## src/rtl/obuf_drain_if.sv

```systemverilog
// rtl/obuf_drain_if.sv - biased-row output stream between obuf_drain and the post-processing/DMA path
interface obuf_drain_if #(
  parameter int ARRAY_M   = 4,
  parameter int ACC_WIDTH = 48
);
  logic                         out_valid;
  logic                         out_ready;
  logic [ARRAY_M*ACC_WIDTH-1:0] out_data;
  logic                         out_last;

  modport master (output out_valid, output out_data, output out_last, input out_ready);
  modport slave  (input out_valid, input out_data, input out_last, output out_ready);
endinterface

```

## src/rtl/obuf_drain.sv

```systemverilog
// rtl/obuf_drain.sv - obuf read-side drain: one bias row added lane-wise to num_rows obuf rows, streamed out
// Optional build macro OBUF_DRAIN_RELU_EN clamps negative lanes to zero after the bias add.
module obuf_drain #(
  parameter int ARRAY_M         = 4,
  parameter int ACC_WIDTH       = 48,
  parameter int BIAS_WIDTH      = 32,
  parameter int OBUF_ADDR_WIDTH = 16,
  parameter int BBUF_ADDR_WIDTH = 16,
  parameter int CNT_WIDTH       = 16
) (
  input  logic                          clk,
  input  logic                          reset,
  input  logic                          start,
  input  logic [OBUF_ADDR_WIDTH-1:0]    base_addr,
  input  logic [CNT_WIDTH-1:0]          num_rows,
  input  logic [BBUF_ADDR_WIDTH-1:0]    bias_addr,
  output logic                          busy,
  output logic                          done,
  output logic                          obuf_read_req,
  output logic [OBUF_ADDR_WIDTH-1:0]    obuf_read_addr,
  input  logic [ARRAY_M*ACC_WIDTH-1:0]  obuf_read_data,
  output logic                          bbuf_read_req,
  output logic [BBUF_ADDR_WIDTH-1:0]    bbuf_read_addr,
  input  logic [ARRAY_M*BIAS_WIDTH-1:0] bbuf_read_data,
  obuf_drain_if.master                  ostream
);

  typedef enum logic [2:0] {IDLE, BIAS, BWAIT, STREAM, FIN} state_t;

  state_t                        state, state_next;
  logic [OBUF_ADDR_WIDTH-1:0]    base_q;
  logic [CNT_WIDTH-1:0]          num_q;
  logic [BBUF_ADDR_WIDTH-1:0]    bias_addr_q;
  logic [ARRAY_M*BIAS_WIDTH-1:0] bias_q;
  logic [CNT_WIDTH-1:0]          issued;
  logic [CNT_WIDTH-1:0]          drained;
  logic                          inflight;
  logic [ARRAY_M*ACC_WIDTH-1:0]  fifo_mem [2];
  logic                          wr_ptr, rd_ptr;
  logic [1:0]                    fifo_count;

  logic                          pop;
  logic                          last_row;
  logic [2:0]                    occupancy;
  logic [ACC_WIDTH-1:0]          lane;
  logic [ARRAY_M*ACC_WIDTH-1:0]  biased;

  assign ostream.out_valid = (fifo_count != 2'd0);
  assign ostream.out_data  = fifo_mem[rd_ptr];
  assign pop               = ostream.out_valid & ostream.out_ready;
  assign last_row          = (drained == num_q - CNT_WIDTH'(1));
  assign ostream.out_last  = ostream.out_valid & last_row;
  assign obuf_read_addr    = base_q + OBUF_ADDR_WIDTH'(issued);
  assign bbuf_read_addr    = bias_addr_q;

  // Rows already buffered plus the one in flight, net of this cycle's pop, must leave a free FIFO slot.
  assign occupancy = {1'b0, fifo_count} + {2'b00, inflight} - {2'b00, pop};

  always_comb begin
    biased = '0;
    lane   = '0;
    for (int i = 0; i < ARRAY_M; i++) begin
      lane = obuf_read_data[i*ACC_WIDTH +: ACC_WIDTH]
           + {{(ACC_WIDTH-BIAS_WIDTH){bias_q[i*BIAS_WIDTH+BIAS_WIDTH-1]}},
              bias_q[i*BIAS_WIDTH +: BIAS_WIDTH]};
`ifdef OBUF_DRAIN_RELU_EN
      biased[i*ACC_WIDTH +: ACC_WIDTH] = lane[ACC_WIDTH-1] ? '0 : lane;
`else
      biased[i*ACC_WIDTH +: ACC_WIDTH] = lane;
`endif
    end
  end

  always_comb begin
    state_next    = state;
    busy          = 1'b0;
    done          = 1'b0;
    bbuf_read_req = 1'b0;
    obuf_read_req = 1'b0;
    case (state)
      IDLE: begin
        if (start) state_next = BIAS;
      end
      BIAS: begin
        busy          = 1'b1;
        bbuf_read_req = 1'b1;
        state_next    = BWAIT;
      end
      BWAIT: begin
        // The first obuf read overlaps the bias capture so data meets a valid bias register.
        busy          = 1'b1;
        obuf_read_req = (issued < num_q) && (occupancy < 3'd2);
        state_next    = (num_q == '0) ? FIN : STREAM;
      end
      STREAM: begin
        busy          = 1'b1;
        obuf_read_req = (issued < num_q) && (occupancy < 3'd2);
        if (pop && last_row) state_next = FIN;
      end
      FIN: begin
        done       = 1'b1;
        state_next = IDLE;
      end
      default: state_next = IDLE;
    endcase
  end

  always_ff @(posedge clk) begin
    if (reset) begin
      state       <= IDLE;
      base_q      <= '0;
      num_q       <= '0;
      bias_addr_q <= '0;
      bias_q      <= '0;
      issued      <= '0;
      drained     <= '0;
      inflight    <= 1'b0;
      wr_ptr      <= 1'b0;
      rd_ptr      <= 1'b0;
      fifo_count  <= 2'd0;
      fifo_mem[0] <= '0;
      fifo_mem[1] <= '0;
    end else begin
      state      <= state_next;
      inflight   <= obuf_read_req;
      fifo_count <= fifo_count + {1'b0, inflight} - {1'b0, pop};
      if (state == IDLE && start) begin
        base_q      <= base_addr;
        num_q       <= num_rows;
        bias_addr_q <= bias_addr;
        issued      <= '0;
        drained     <= '0;
      end
      if (state == BWAIT) bias_q <= bbuf_read_data;
      if (obuf_read_req) issued <= issued + CNT_WIDTH'(1);
      if (inflight) begin
        fifo_mem[wr_ptr] <= biased;
        wr_ptr           <= ~wr_ptr;
      end
      if (pop) begin
        rd_ptr  <= ~rd_ptr;
        drained <= drained + CNT_WIDTH'(1);
      end
    end
  end

endmodule
```

## src/flat_wrapper.sv

```systemverilog
// flat-port wrapper written by rule: the top's interface ports become plain ports
module obuf_drain_flat 
#(
  parameter int ARRAY_M         = 4,
  parameter int ACC_WIDTH       = 48,
  parameter int BIAS_WIDTH      = 32,
  parameter int OBUF_ADDR_WIDTH = 16,
  parameter int BBUF_ADDR_WIDTH = 16,
  parameter int CNT_WIDTH       = 16
)
  (clk, reset, start, base_addr, num_rows, bias_addr, busy, done, obuf_read_req, obuf_read_addr, obuf_read_data, bbuf_read_req, bbuf_read_addr, bbuf_read_data, ostream_out_valid, ostream_out_data, ostream_out_last, ostream_out_ready);
  obuf_drain_if #(.ARRAY_M(ARRAY_M), .ACC_WIDTH(ACC_WIDTH)) ostream_i ();
  input  logic clk;
  input  logic reset;
  input  logic start;
  input  logic [OBUF_ADDR_WIDTH-1:0] base_addr;
  input  logic [CNT_WIDTH-1:0] num_rows;
  input  logic [BBUF_ADDR_WIDTH-1:0] bias_addr;
  output logic busy;
  output logic done;
  output logic obuf_read_req;
  output logic [OBUF_ADDR_WIDTH-1:0] obuf_read_addr;
  input  logic [ARRAY_M*ACC_WIDTH-1:0] obuf_read_data;
  output logic bbuf_read_req;
  output logic [BBUF_ADDR_WIDTH-1:0] bbuf_read_addr;
  input  logic [ARRAY_M*BIAS_WIDTH-1:0] bbuf_read_data;
  output wire logic [$bits(ostream_i.out_valid)-1:0] ostream_out_valid;
  output wire logic [$bits(ostream_i.out_data)-1:0] ostream_out_data;
  output wire logic [$bits(ostream_i.out_last)-1:0] ostream_out_last;
  input wire logic [$bits(ostream_i.out_ready)-1:0] ostream_out_ready;
  assign ostream_out_valid = ostream_i.out_valid;
  assign ostream_out_data = ostream_i.out_data;
  assign ostream_out_last = ostream_i.out_last;
  assign ostream_i.out_ready = ostream_out_ready;
  obuf_drain #(.ARRAY_M(ARRAY_M), .ACC_WIDTH(ACC_WIDTH), .BIAS_WIDTH(BIAS_WIDTH), .OBUF_ADDR_WIDTH(OBUF_ADDR_WIDTH), .BBUF_ADDR_WIDTH(BBUF_ADDR_WIDTH), .CNT_WIDTH(CNT_WIDTH)) u_core (.clk(clk), .reset(reset), .start(start), .base_addr(base_addr), .num_rows(num_rows), .bias_addr(bias_addr), .busy(busy), .done(done), .obuf_read_req(obuf_read_req), .obuf_read_addr(obuf_read_addr), .obuf_read_data(obuf_read_data), .bbuf_read_req(bbuf_read_req), .bbuf_read_addr(bbuf_read_addr), .bbuf_read_data(bbuf_read_data), .ostream(ostream_i));
endmodule
```

## config.mk

```make
export PLATFORM = sky130hd
export DESIGN_NAME = obuf_drain_flat
export DESIGN_NICKNAME = d
export VERILOG_FILES = /design/src/rtl/obuf_drain_if.sv /design/src/rtl/obuf_drain.sv /design/src/flat_wrapper.sv
export SDC_FILE = /design/constraint.sdc
export NUM_CORES = 1
export LEC_CHECK = 0
export CAP_MARGIN = 20
export CORE_ASPECT_RATIO = 0.6
export CORE_MARGIN = 8
export CORE_UTILIZATION = 44
export DETAILED_ROUTE_END_ITERATION = 7
export PLACE_DENSITY = 0.68
export SLEW_MARGIN = 20
export SYNTH_ARGS = -nofsm -noshare
export SYNTH_HDL_FRONTEND = slang
export SYNTH_SLANG_ARGS = --single-unit
```

## constraint.sdc

```tcl
create_clock -name clk -period 20.3 [get_ports clk]
set_input_delay 4.06 -clock clk [delete_from_list [all_inputs] [get_ports clk]]
set_output_delay 4.06 -clock clk [all_outputs]
set_load 0.02 [all_outputs]
```

==> results.json <==
{
  "cpPeakStageDelay_ns": 0.66,
  "critPathLaunchType": "input port",
  "synthTopCellsByArea": "edfxtp_1 (32%), dfxtp_1 (12%), ha_1 (7.8%), mux2_2 (6.2%), a21oi_1 (5.9%)",
  "antenna_found_initial": 9,
  "core_area_um2": 81100,
  "setup_ws_ns": 8.18,
  "cp_max_fo": 11,
  "post-place-ws_ns": 8.21,
  "hold_buffers": 0,
  "yosys_warnings": 0,
  "cts_tree": "built",
  "grt_max_degree": 105,
  "ys_types": 89,
  "timing.fmax_mhz": 82.5,
  "path_cells": "clkdlybuf4s50_1 -> nand2_1 -> clkinv_1 -> ha_1 -> inv_1 -> ha_1 -> inv_1 -> fa_1 -> xor2_1 -> or4b_2 -> a221oi_1 -> o41a_2 -> clkdlybuf4s50_1",
  "setup_tns_ns": 0,
  "ioPinCount": 602,
  "drt-total-wl_um": 116000,
  "areaGrowthSynthToFinish_pct": 24.9,
  "die_h_um": 237,
  "synth_edf_count": 384,
  "io_buffers": 601,
  "clkSlewWorstSetupHoldPaths_ns": 0.06,
  "cts_buffers": 59,
  "start_util_pct": 44.2,
  "cts_buffer_depth": 3,
  "nets": 4948,
  "placedCellCount": 5364,
  "drcViolationCount": 0,
  "root_buffer": "clkbuf_16",
  "routedWlPerCell_um": 21.1,
  "grt_pass1_wl_um": 174000,
  "netlist.area_leader.share_pct": 32.2,
  "final_cells": 5484,
  "crit_cells": 13,
  "slew_violations": 0,
  "async_reset_ff_share_pct": 0,
  "grt_pass1_vias": 28700,
  "synth_fp_nets": 4462,
  "grt-ovfl-total": 0,
  "syn_inst": 3860,
  "powerDensity_nw_per_um2": 97.6,
  "cts_resized": 0,
  "clock_sinks": 601,
  "drive_gt1_share_pct": 8.19,
  "power_leakage_nw": 17.6,
  "firstDrtPassIters": 6,
  "period_share_pct": 59.7,
  "critical_path.top_delay_family": "buffers and inverters",
  "num_vias": 30700,
  "mostFrequentLayoutCell": "clkdlybuf4s50_1",
  "syn_avg_cell_area_um2": 9.28,
  "die_area_um2": 91100,
  "viasPerCell": 5.60,
  "grt_usage_pct": 24.1,
  "insertion_delay_ns": 0.64,
  "dp_hpwl_um": 86400,
  "status": "completed",
  "mostFrequentLayoutCells": "clkdlybuf4s50_1 (600), nand2_1 (548), nor2_1 (496)",
  "worst-path-buf-inv": 5,
  "yosysSeqAreaShare_pct": 44.3,
  "worstSetupPathType": "in2out",
  "ys_ff_latch": 601,
  "clock_skew_ns": 0.0212,
  "final_util_pct": 55.2,
  "endpoint_kind": "output port",
  "rsz0062_at_grt": "false",
  "slowest_stage": "clkdlybuf4s50_1",
  "drv_cap": 0,
  "yosys.area.top_type": "edfxtp_1",
  "required_ns": 16.24,
  "slew_headroom_pct": 29.6,
  "worst_pin_slew_ns": 1.06,
  "postRouteAntennaNets": 0,
  "ys.flop_type": "edfxtp_1",
  "cts_setup_buffers": 0,
  "fillCellCount": 7376,
  "period_minus_slack_ns": 12.12,
  "p_total_mw": 4.36,
  "ff2ff_path_depth": 16,
  "syn_area_um2": 35800,
  "rows": 81,
  "vdd_drop_max_uv": 113,
  "hold_class": "reg2reg",
  "gp_congestion": 0.921,
  "whs_path_depth": 2,
  "htreeDepth": 2,
  "worst_ep_arrival_time_ns": 8.06,
  "dieWidth_um": 384,
  "hold_viol": 0,
  "drt_iter0_markers": 2625,
  "setup_viol": 0
}
## registers in the layout, indices dropped and copies added, names as in the netlist, named ones only
register	flops
u_core.bbuf_read_addr	16
u_core.bias_q	128
u_core.rd_ptr	1
u_core.issued	16
u_core.fifo_count	2
u_core.base_q	16
u_core.wr_ptr	1
u_core.drained	16
u_core.num_q	16
u_core.inflight	1
u_core.fifo_mem	384
u_core.state	3
## final timing paths
| check | start | to | slack [ns] |
|---|---|---|---|
| min | u_core.bbuf_read_addr[4]$_SDFFE_PP0P_ | u_core.bbuf_read_addr[4]$_SDFFE_PP0P_ | 0.45 |
| min reg2reg | u_core.bbuf_read_addr[4]$_SDFFE_PP0P_ | u_core.bbuf_read_addr[4]$_SDFFE_PP0P_ | 0.45 |
| max reg2reg | u_core.fifo_count[1]$_SDFF_PP0_ | u_core.issued[9]$_SDFFE_PP0P_ | 15.60 |
| max | ostream_out_ready | obuf_read_req | 8.18 |
## worst min-delay path, cell delays in order, from the launching register on
cell	delay, ns
dfxtp_1	0.31
nand2_1	0.05
a21oi_1	0.05
## cell families (layout without fill, tap and decap cells)
group	after synthesis	in the layout	share of synthesized area (%)
xor+xnor	218	218	5.33
fa+ha+maj	230	230	8.16
mux	198	198	6.22
other cells	0	8	0
buf+inv	285	822	3.03
compound gates	949	949	16.3
simple gates	1379	1379	16.7
flops	601	601	44.3
## power by group
| group | internal (mW) | leakage (nW) | total [mW] | switching [mW] |
|---|---|---|---|---|
| registers | 1.44 | 5.74 | 1.53 | 0.0841 |
| clock network | 0.676 | 0.993 | 1.17 | 0.494 |
| logic | 0.689 | 10.9 | 1.67 | 0.979 |
| total | 2.81 | 17.6 | 4.36 | 1.56 |
## layer usage
metal / track usage, % / vias up / part of all wire (%)
met4: 5.56 / 4 / 2.3
met3: 4.64 / 157 / 7.3
met2: 36.1 / 1048 / 43
li1: - / 14800 / -
met1: 35.9 / 14700 / 48
met5: 0 / - / 0.020
## synthesized netlist by cell type, types with 11 or more instances
library cell and count:
ha_1 224, a211oi_1 17, inv_1 84, and3_1 32, nand2b_1 24, nor2b_1 19
a31oi_1 32, o21ai_0 155, o211ai_1 15, a21oi_1 425, clkbuf_1 181, o21a_1 16
xnor2_1 117, o21bai_1 43, and2_1 23, dfxtp_1 217, nand2_1 549, nor2_1 497
a211o_1 11, nand4_1 59, nand3_1 54, or2_2 11, xor2_1 101, nor4_1 14
a21o_1 122, edfxtp_1 384, mux2_2 196, nor3_1 47
## metrics by stage
stage,area (um^2),hold WS (ns)
floorplan,35800,0.440
finish,44700,0.454
detailed placement,42700,0.450
CTS,44700,0.459
global route,44700,0.469
global placement,42700,0.441
## final cells by class
| cell class | instances | area, um^2 | share of cell area, % |
|---|---|---|---|
| Clock inverter | 30 | 375 | 0.839 |
| Sequential cell | 601 | 15900 | 35.5 |
| Timing Repair Buffer | 625 | 6200 | 13.9 |
| Antenna cell | 8 | 20.0 | 0.0448 |
| Inverter | 85 | 319 | 0.713 |
| Multi-Input combinational cell | 2974 | 18900 | 42.3 |
| Clock buffer | 82 | 1670 | 3.72 |
| Tap cell | 1079 | 1350 | 3.02 |
No activity file was read; power rests on OpenSTA's default activity.
